`config.mk`:
```
export PLATFORM = sky130hd
export DESIGN_NAME = multicycle_controller
export DESIGN_NICKNAME = d
export VERILOG_FILES = /design/src/rtl/riscv_pkg.sv /design/src/rtl/aludec.sv /design/src/rtl/multicycle_controller.sv
export SDC_FILE = /design/constraint.sdc
export NUM_CORES = 1
export LEC_CHECK = 0
export ABC_AREA = 1
export BUFFER_PORTS_ARGS = -buffer_cell sky130_fd_sc_hd__buf_2
export CAP_MARGIN = 15
export CORE_AREA = 2 2 39 41
export CTS_CLUSTER_SIZE = 20
export DETAILED_ROUTE_END_ITERATION = 8
export DIE_AREA = 0 0 41 43
export MAX_ROUTING_LAYER = met4
export PLACE_DENSITY = 0.75
export SLEW_MARGIN = 10
export SYNTH_ARGS = -nofsm -noshare
export SYNTH_HDL_FRONTEND = slang
export SYNTH_SLANG_ARGS = --single-unit
export TNS_END_PERCENT = 100
```
`constraint.sdc`:
```
create_clock -name clk -period 2.2 [get_ports clk]
set_input_delay 0.33 -clock clk [delete_from_list [all_inputs] [get_ports clk]]
set_output_delay 0.33 -clock clk [all_outputs]
set_load 0.005 [all_outputs]
```
`src/rtl/riscv_pkg.sv`:
```
// Shared definitions for the multicycle RV32I control path: opcodes, ALU
// operation classes, ALU control codes, FSM state encoding and the
// immediate-format decode.
package riscv_pkg;

  localparam logic [6:0] OP_LOAD  = 7'b0000011;
  localparam logic [6:0] OP_STORE = 7'b0100011;
  localparam logic [6:0] OP_R     = 7'b0110011;
  localparam logic [6:0] OP_I     = 7'b0010011;
  localparam logic [6:0] OP_BEQ   = 7'b1100011;
  localparam logic [6:0] OP_JAL   = 7'b1101111;

  typedef enum logic [1:0] {
    ALUOP_ADD   = 2'b00,
    ALUOP_SUB   = 2'b01,
    ALUOP_FUNCT = 2'b10
  } aluop_t;

  localparam logic [2:0] ALU_ADD = 3'b000;
  localparam logic [2:0] ALU_SUB = 3'b001;
  localparam logic [2:0] ALU_AND = 3'b010;
  localparam logic [2:0] ALU_OR  = 3'b011;
  localparam logic [2:0] ALU_SLT = 3'b101;
  localparam logic [2:0] ALU_XOR = 3'b110;

  typedef enum logic [3:0] {
    FETCH    = 4'd0,
    DECODE   = 4'd1,
    MEMADR   = 4'd2,
    MEMREAD  = 4'd3,
    MEMWB    = 4'd4,
    MEMWRITE = 4'd5,
    EXECUTER = 4'd6,
    EXECUTEI = 4'd7,
    ALUWB    = 4'd8,
    JAL      = 4'd9,
    BEQ      = 4'd10
  } state_t;

  // Immediate format select; unknown opcodes fall back to the I format.
  function automatic logic [1:0] imm_src_of(input logic [6:0] op);
    case (op)
      OP_LOAD, OP_I: imm_src_of = 2'b00;
      OP_STORE:      imm_src_of = 2'b01;
      OP_BEQ:        imm_src_of = 2'b10;
      OP_JAL:        imm_src_of = 2'b11;
      default:       imm_src_of = 2'b00;
    endcase
  endfunction

endpackage

```
`src/rtl/aludec.sv`:
```
// ALU decoder: maps the FSM's ALU operation class plus the instruction
// funct fields onto the ALU's control code.
module aludec
  import riscv_pkg::*;
(
  input  logic       opb5,
  input  logic [2:0] funct3,
  input  logic       funct7b5,
  input  aluop_t     alu_op,
  output logic [2:0] alu_control
);

  // Combinational decode; every unsupported pattern resolves to add.
  always_comb begin
    alu_control = ALU_ADD;
    case (alu_op)
      ALUOP_ADD: alu_control = ALU_ADD;
      ALUOP_SUB: alu_control = ALU_SUB;
      ALUOP_FUNCT: begin
        case (funct3)
          // Only R-type with funct7[5] set subtracts; addi keeps add even
          // when imm[10] happens to be 1.
          3'b000:  alu_control = (opb5 & funct7b5) ? ALU_SUB : ALU_ADD;
          3'b010:  alu_control = ALU_SLT;
          3'b100:  alu_control = ALU_XOR;
          3'b110:  alu_control = ALU_OR;
          3'b111:  alu_control = ALU_AND;
          default: alu_control = ALU_ADD;
        endcase
      end
      default: alu_control = ALU_ADD;
    endcase
  end

endmodule

```
`src/rtl/multicycle_controller.sv`:
```
// Main control FSM of the multicycle RV32I core. Sequences the shared ALU,
// memory and register file; outputs are Moore-decoded from the state
// register, with all write strobes held low while reset is asserted.
module multicycle_controller
  import riscv_pkg::*;
#(
  parameter bit TRAP_ILLEGAL = 1'b1
) (
  input  logic       clk,
  input  logic       reset,
  input  logic [6:0] opcode,
  input  logic [2:0] funct3,
  input  logic       funct7b5,
  input  logic       zero,
  output logic       PCWrite,
  output logic       AdrSrc,
  output logic       MemWrite,
  output logic       IRWrite,
  output logic [1:0] ResultSrc,
  output logic [1:0] ALUSrcA,
  output logic [1:0] ALUSrcB,
  output logic       RegWrite,
  output logic [1:0] ImmSrc,
  output logic [2:0] ALUControl,
  output logic       illegal,
  output logic [3:0] state_dbg
);

  state_t state_q;
  state_t state_d;
  aluop_t alu_op;
  logic   pc_update;
  logic   branch;
  logic   ir_write_raw;
  logic   mem_write_raw;
  logic   reg_write_raw;
  logic   known_op;

  assign known_op = (opcode == OP_LOAD) || (opcode == OP_STORE) ||
                    (opcode == OP_R)    || (opcode == OP_I)     ||
                    (opcode == OP_JAL)  || (opcode == OP_BEQ);

  // State register; reset abandons any instruction in flight.
  always_ff @(posedge clk or posedge reset) begin
    if (reset) state_q <= FETCH;
    else       state_q <= state_d;
  end

  // Next-state selection; unused encodings recover to FETCH.
  always_comb begin
    state_d = FETCH;
    case (state_q)
      FETCH:  state_d = DECODE;
      DECODE: begin
        case (opcode)
          OP_LOAD, OP_STORE: state_d = MEMADR;
          OP_R:              state_d = EXECUTER;
          OP_I:              state_d = EXECUTEI;
          OP_JAL:            state_d = JAL;
          OP_BEQ:            state_d = BEQ;
          default:           state_d = FETCH;
        endcase
      end
      MEMADR:   state_d = opcode[5] ? MEMWRITE : MEMREAD;
      MEMREAD:  state_d = MEMWB;
      MEMWB:    state_d = FETCH;
      MEMWRITE: state_d = FETCH;
      EXECUTER: state_d = ALUWB;
      EXECUTEI: state_d = ALUWB;
      ALUWB:    state_d = FETCH;
      JAL:      state_d = ALUWB;
      BEQ:      state_d = FETCH;
      default:  state_d = FETCH;
    endcase
  end

  // Moore output decode; anything not set for a state stays 0.
  always_comb begin
    pc_update     = 1'b0;
    branch        = 1'b0;
    ir_write_raw  = 1'b0;
    mem_write_raw = 1'b0;
    reg_write_raw = 1'b0;
    AdrSrc        = 1'b0;
    ResultSrc     = 2'b00;
    ALUSrcA       = 2'b00;
    ALUSrcB       = 2'b00;
    alu_op        = ALUOP_ADD;
    case (state_q)
      FETCH: begin
        ir_write_raw = 1'b1;
        ALUSrcB      = 2'b10;
        ResultSrc    = 2'b10;
        pc_update    = 1'b1;
      end
      DECODE: begin
        ALUSrcA = 2'b01;
        ALUSrcB = 2'b01;
      end
      MEMADR: begin
        ALUSrcA = 2'b10;
        ALUSrcB = 2'b01;
      end
      MEMREAD: AdrSrc = 1'b1;
      MEMWB: begin
        ResultSrc     = 2'b01;
        reg_write_raw = 1'b1;
      end
      MEMWRITE: begin
        AdrSrc        = 1'b1;
        mem_write_raw = 1'b1;
      end
      EXECUTER: begin
        ALUSrcA = 2'b10;
        alu_op  = ALUOP_FUNCT;
      end
      EXECUTEI: begin
        ALUSrcA = 2'b10;
        ALUSrcB = 2'b01;
        alu_op  = ALUOP_FUNCT;
      end
      ALUWB: reg_write_raw = 1'b1;
      JAL: begin
        ALUSrcA   = 2'b01;
        ALUSrcB   = 2'b10;
        pc_update = 1'b1;
      end
      BEQ: begin
        ALUSrcA = 2'b10;
        alu_op  = ALUOP_SUB;
        branch  = 1'b1;
      end
      default: ;
    endcase
  end

  assign PCWrite   = ~reset & (pc_update | (branch & zero));
  assign IRWrite   = ~reset & ir_write_raw;
  assign MemWrite  = ~reset & mem_write_raw;
  assign RegWrite  = ~reset & reg_write_raw;
  assign illegal   = TRAP_ILLEGAL & ~reset & (state_q == DECODE) & ~known_op;
  assign ImmSrc    = imm_src_of(opcode);
  assign state_dbg = state_q;

  aludec u_aludec (
    .opb5        (opcode[5]),
    .funct3      (funct3),
    .funct7b5    (funct7b5),
    .alu_op      (alu_op),
    .alu_control (ALUControl)
  );

endmodule
```
==> qor.yml <==
status:
  status: "complete, no violations"
final_layout:
  final_area_um2: 728
  fin_cells: 143
  syn_to_final_growth_pct: 41.3
  drive_above_1_share_pct: 37.0
  largest_reg_flops: 4
  fill_cells: 145
  regArea_um2: 100
  mostFrequentLayoutCell: "buf_2"
  final_cell_mix: "buf_2, nand2_1, inv_1"
  finalNetCount: 145
  num_antenna_cells: 0
  multi_input_area_um2: 348
die:
  coreArea_mm2: 0.00138
  start_util_pct: 37.3
  rows: 14
  die_x_um: 41
  fp.dieArea_mm2: 0.00176
  io_pins: 35
  die_y_um: 43
worst_setup_path:
  critical_path.most_common_cell: "inv_1"
  endpoint_kind: "output port"
  slowest_stage: "dfrtp_1"
  crit_chain: "inv_1 -> nand2_1 -> nor2_2 -> inv_1 -> ha_1 -> a211oi_1 -> buf_2"
  critPathTopFamily: "flip-flops"
  cp.required_ns: 1.87
  cpPeakStageDelay_ns: 0.40
  cp_data_arrival_time_ns: 1.70
  critPathMaxFanout: 4
  cp_num_buf_inv: 3
  path_class: "reg2out"
  reg2reg_slack_ns: 1.07
  startpoint_type: "register"
flow_run:
  maxCapViolations: 0
timing:
  fin_crit_ns: 2.03
  hold_viol: 0
  fmax_ghz: 0.493
  period_share_pct: 92.3
  slew_headroom_pct: 82.6
  final_max_slew_viol_count: 0
  tightestPinTransition_ns: 0.261
  holdWs_ns: 0.0309
  fin_ws_ns: 0.170
  setup_viol: 0
  grt_setup_unrepaired: "no"
  fin_setup_tns_ns: 0
  clock_skew_ns: 0.00165
cts:
  cts_tree: "yes"
  root_buffer: "clkbuf_4"
  cts_resized: 0
  cts_hold_buf: 0
  clk_latency_ns: 0.23
  h-tree-depth: 1
  cts_sinks: 4
  numCtsBuffers: 3
  clkTransAtPathRegs_ns: 0.04
  clockBufferDepth: 2
  post_cts_buffers: 0
placed_design:
  port-buffer-count: 34
  gp_congestion: 0.739
  placed_area_um2: 706
  dp.final_hpwl_mm: 1.15
  pre_cts_slack_ns: 0.415
  dp_cells: 140
logic_synthesis:
  yosysSeqAreaShare_pct: 19.4
  ys_ff_latch: 4
  syn-num-nets: 106
  synth_area_um2: 515
  synthCells: 90
  ys.warnings.count: 0
  avgSynthCellArea_um2: 5.73
  synthDistinctLibCells: 19
grt:
  antenna_found_initial: 0
  grt_pass1_wl_mm: 2.08
  grt_pass1_vias: 595
  grt_max_degree: 9
  grt_usage_pct: 17.1
  grt-ovfl-total: 0
min_path:
  hold_class: "in2async"
pwr:
  p_per_area_mw_per_mm2: 648
  p_leak_uw: 0.000448
  vdd_drop_max_mv: 0.270
route:
  dr.pass1.iters: 4
  vias_per_cell: 4.65
  routedWlPerCell_um: 9.10
  drt_iter0_markers: 12
  ant_nets: 0
  vias: 665
  wirelength_mm: 1.30
  drc_errors: 0
-- logic make-up (layout without fill, tap and decap cells) --
family                     Yosys count  count (layout)  synth area share [%]
AOI/OAI and AO/OA                   10              10                  10.9
xor gates and xnor gates             1               1                  1.70
adders and majority gates            2               2                  4.85
buffers and inverters               18              55                  13.1
DFF                                  4               4                  19.4
and+or+nand+nor                     55              55                  50.0
-- layer usage --
| layer | part of all wire, % | global-route usage [%] |
|---|---|---|
| met1 | 42 | 17.9 |
| met2 | 50 | 29.1 |
| met3 | 8.6 | 3.14 |
| met4 | 0 | 8.00 |
| met5 | 0 | - |
-- report_power, final --
part           switching [uW]  internal (uW)  leakage (uW)
combinational             163            114      0.000381
sequential               21.0           86.2     0.0000534
clock                    27.6           60.8     0.0000138
total                     211            261      0.000448
-- Yosys cell counts (all sizes together) --
cell type | instances | area [um^2]
nand2 | 28 | 110
inv | 18 | 67.6
nor2 | 17 | 92.6
nand3 | 7 | 35.0
o21ai | 5 | 28.8
a21oi | 4 | 20.0
dfrtp | 4 | 100
ha | 2 | 25.0
a211oi | 1 | 7.51
nand3b | 1 | 7.51
nor3 | 1 | 5.00
nor3b | 1 | 7.51
xnor2 | 1 | 8.76
-- through the flow --
step / util, % / total power (uW)
2_1_floorplan: - / 277
3_3_place_gp: 51.0 / 385
3_5_place_dp: 51.0 / 390
4_1_cts: 52.6 / 483
5_1_grt: 52.6 / 524
6_report: 52.6 / 472
-- worst paths after layout --
path	depth (start not counted)	start	endpoint
max in group asynchronous	2	reset	state_dbg[1]$_DFF_PP0_
setup reg to reg	5	state_dbg[2]$_DFF_PP0_	state_dbg[1]$_DFF_PP0_
min in group clk	3	opcode[4]	state_dbg[2]$_DFF_PP0_
hold / removal	2	reset	state_dbg[3]$_DFF_PP0_
setup / recovery	7	state_dbg[3]$_DFF_PP0_	ALUControl[1]
hold reg to reg	2	state_dbg[0]$_DFF_PP0_	state_dbg[2]$_DFF_PP0_
-- layout make-up --
| cell class | instances | area share, % |
|---|---|---|
| clock buffers | 3 | 3.09 |
| multi-input cells | 68 | 47.8 |
| well taps | 16 | 2.75 |
| repair buffers | 34 | 23.4 |
| flip-flops and latches | 4 | 13.7 |
| inverters | 18 | 9.28 |
(Power assumes the default switching activity.)
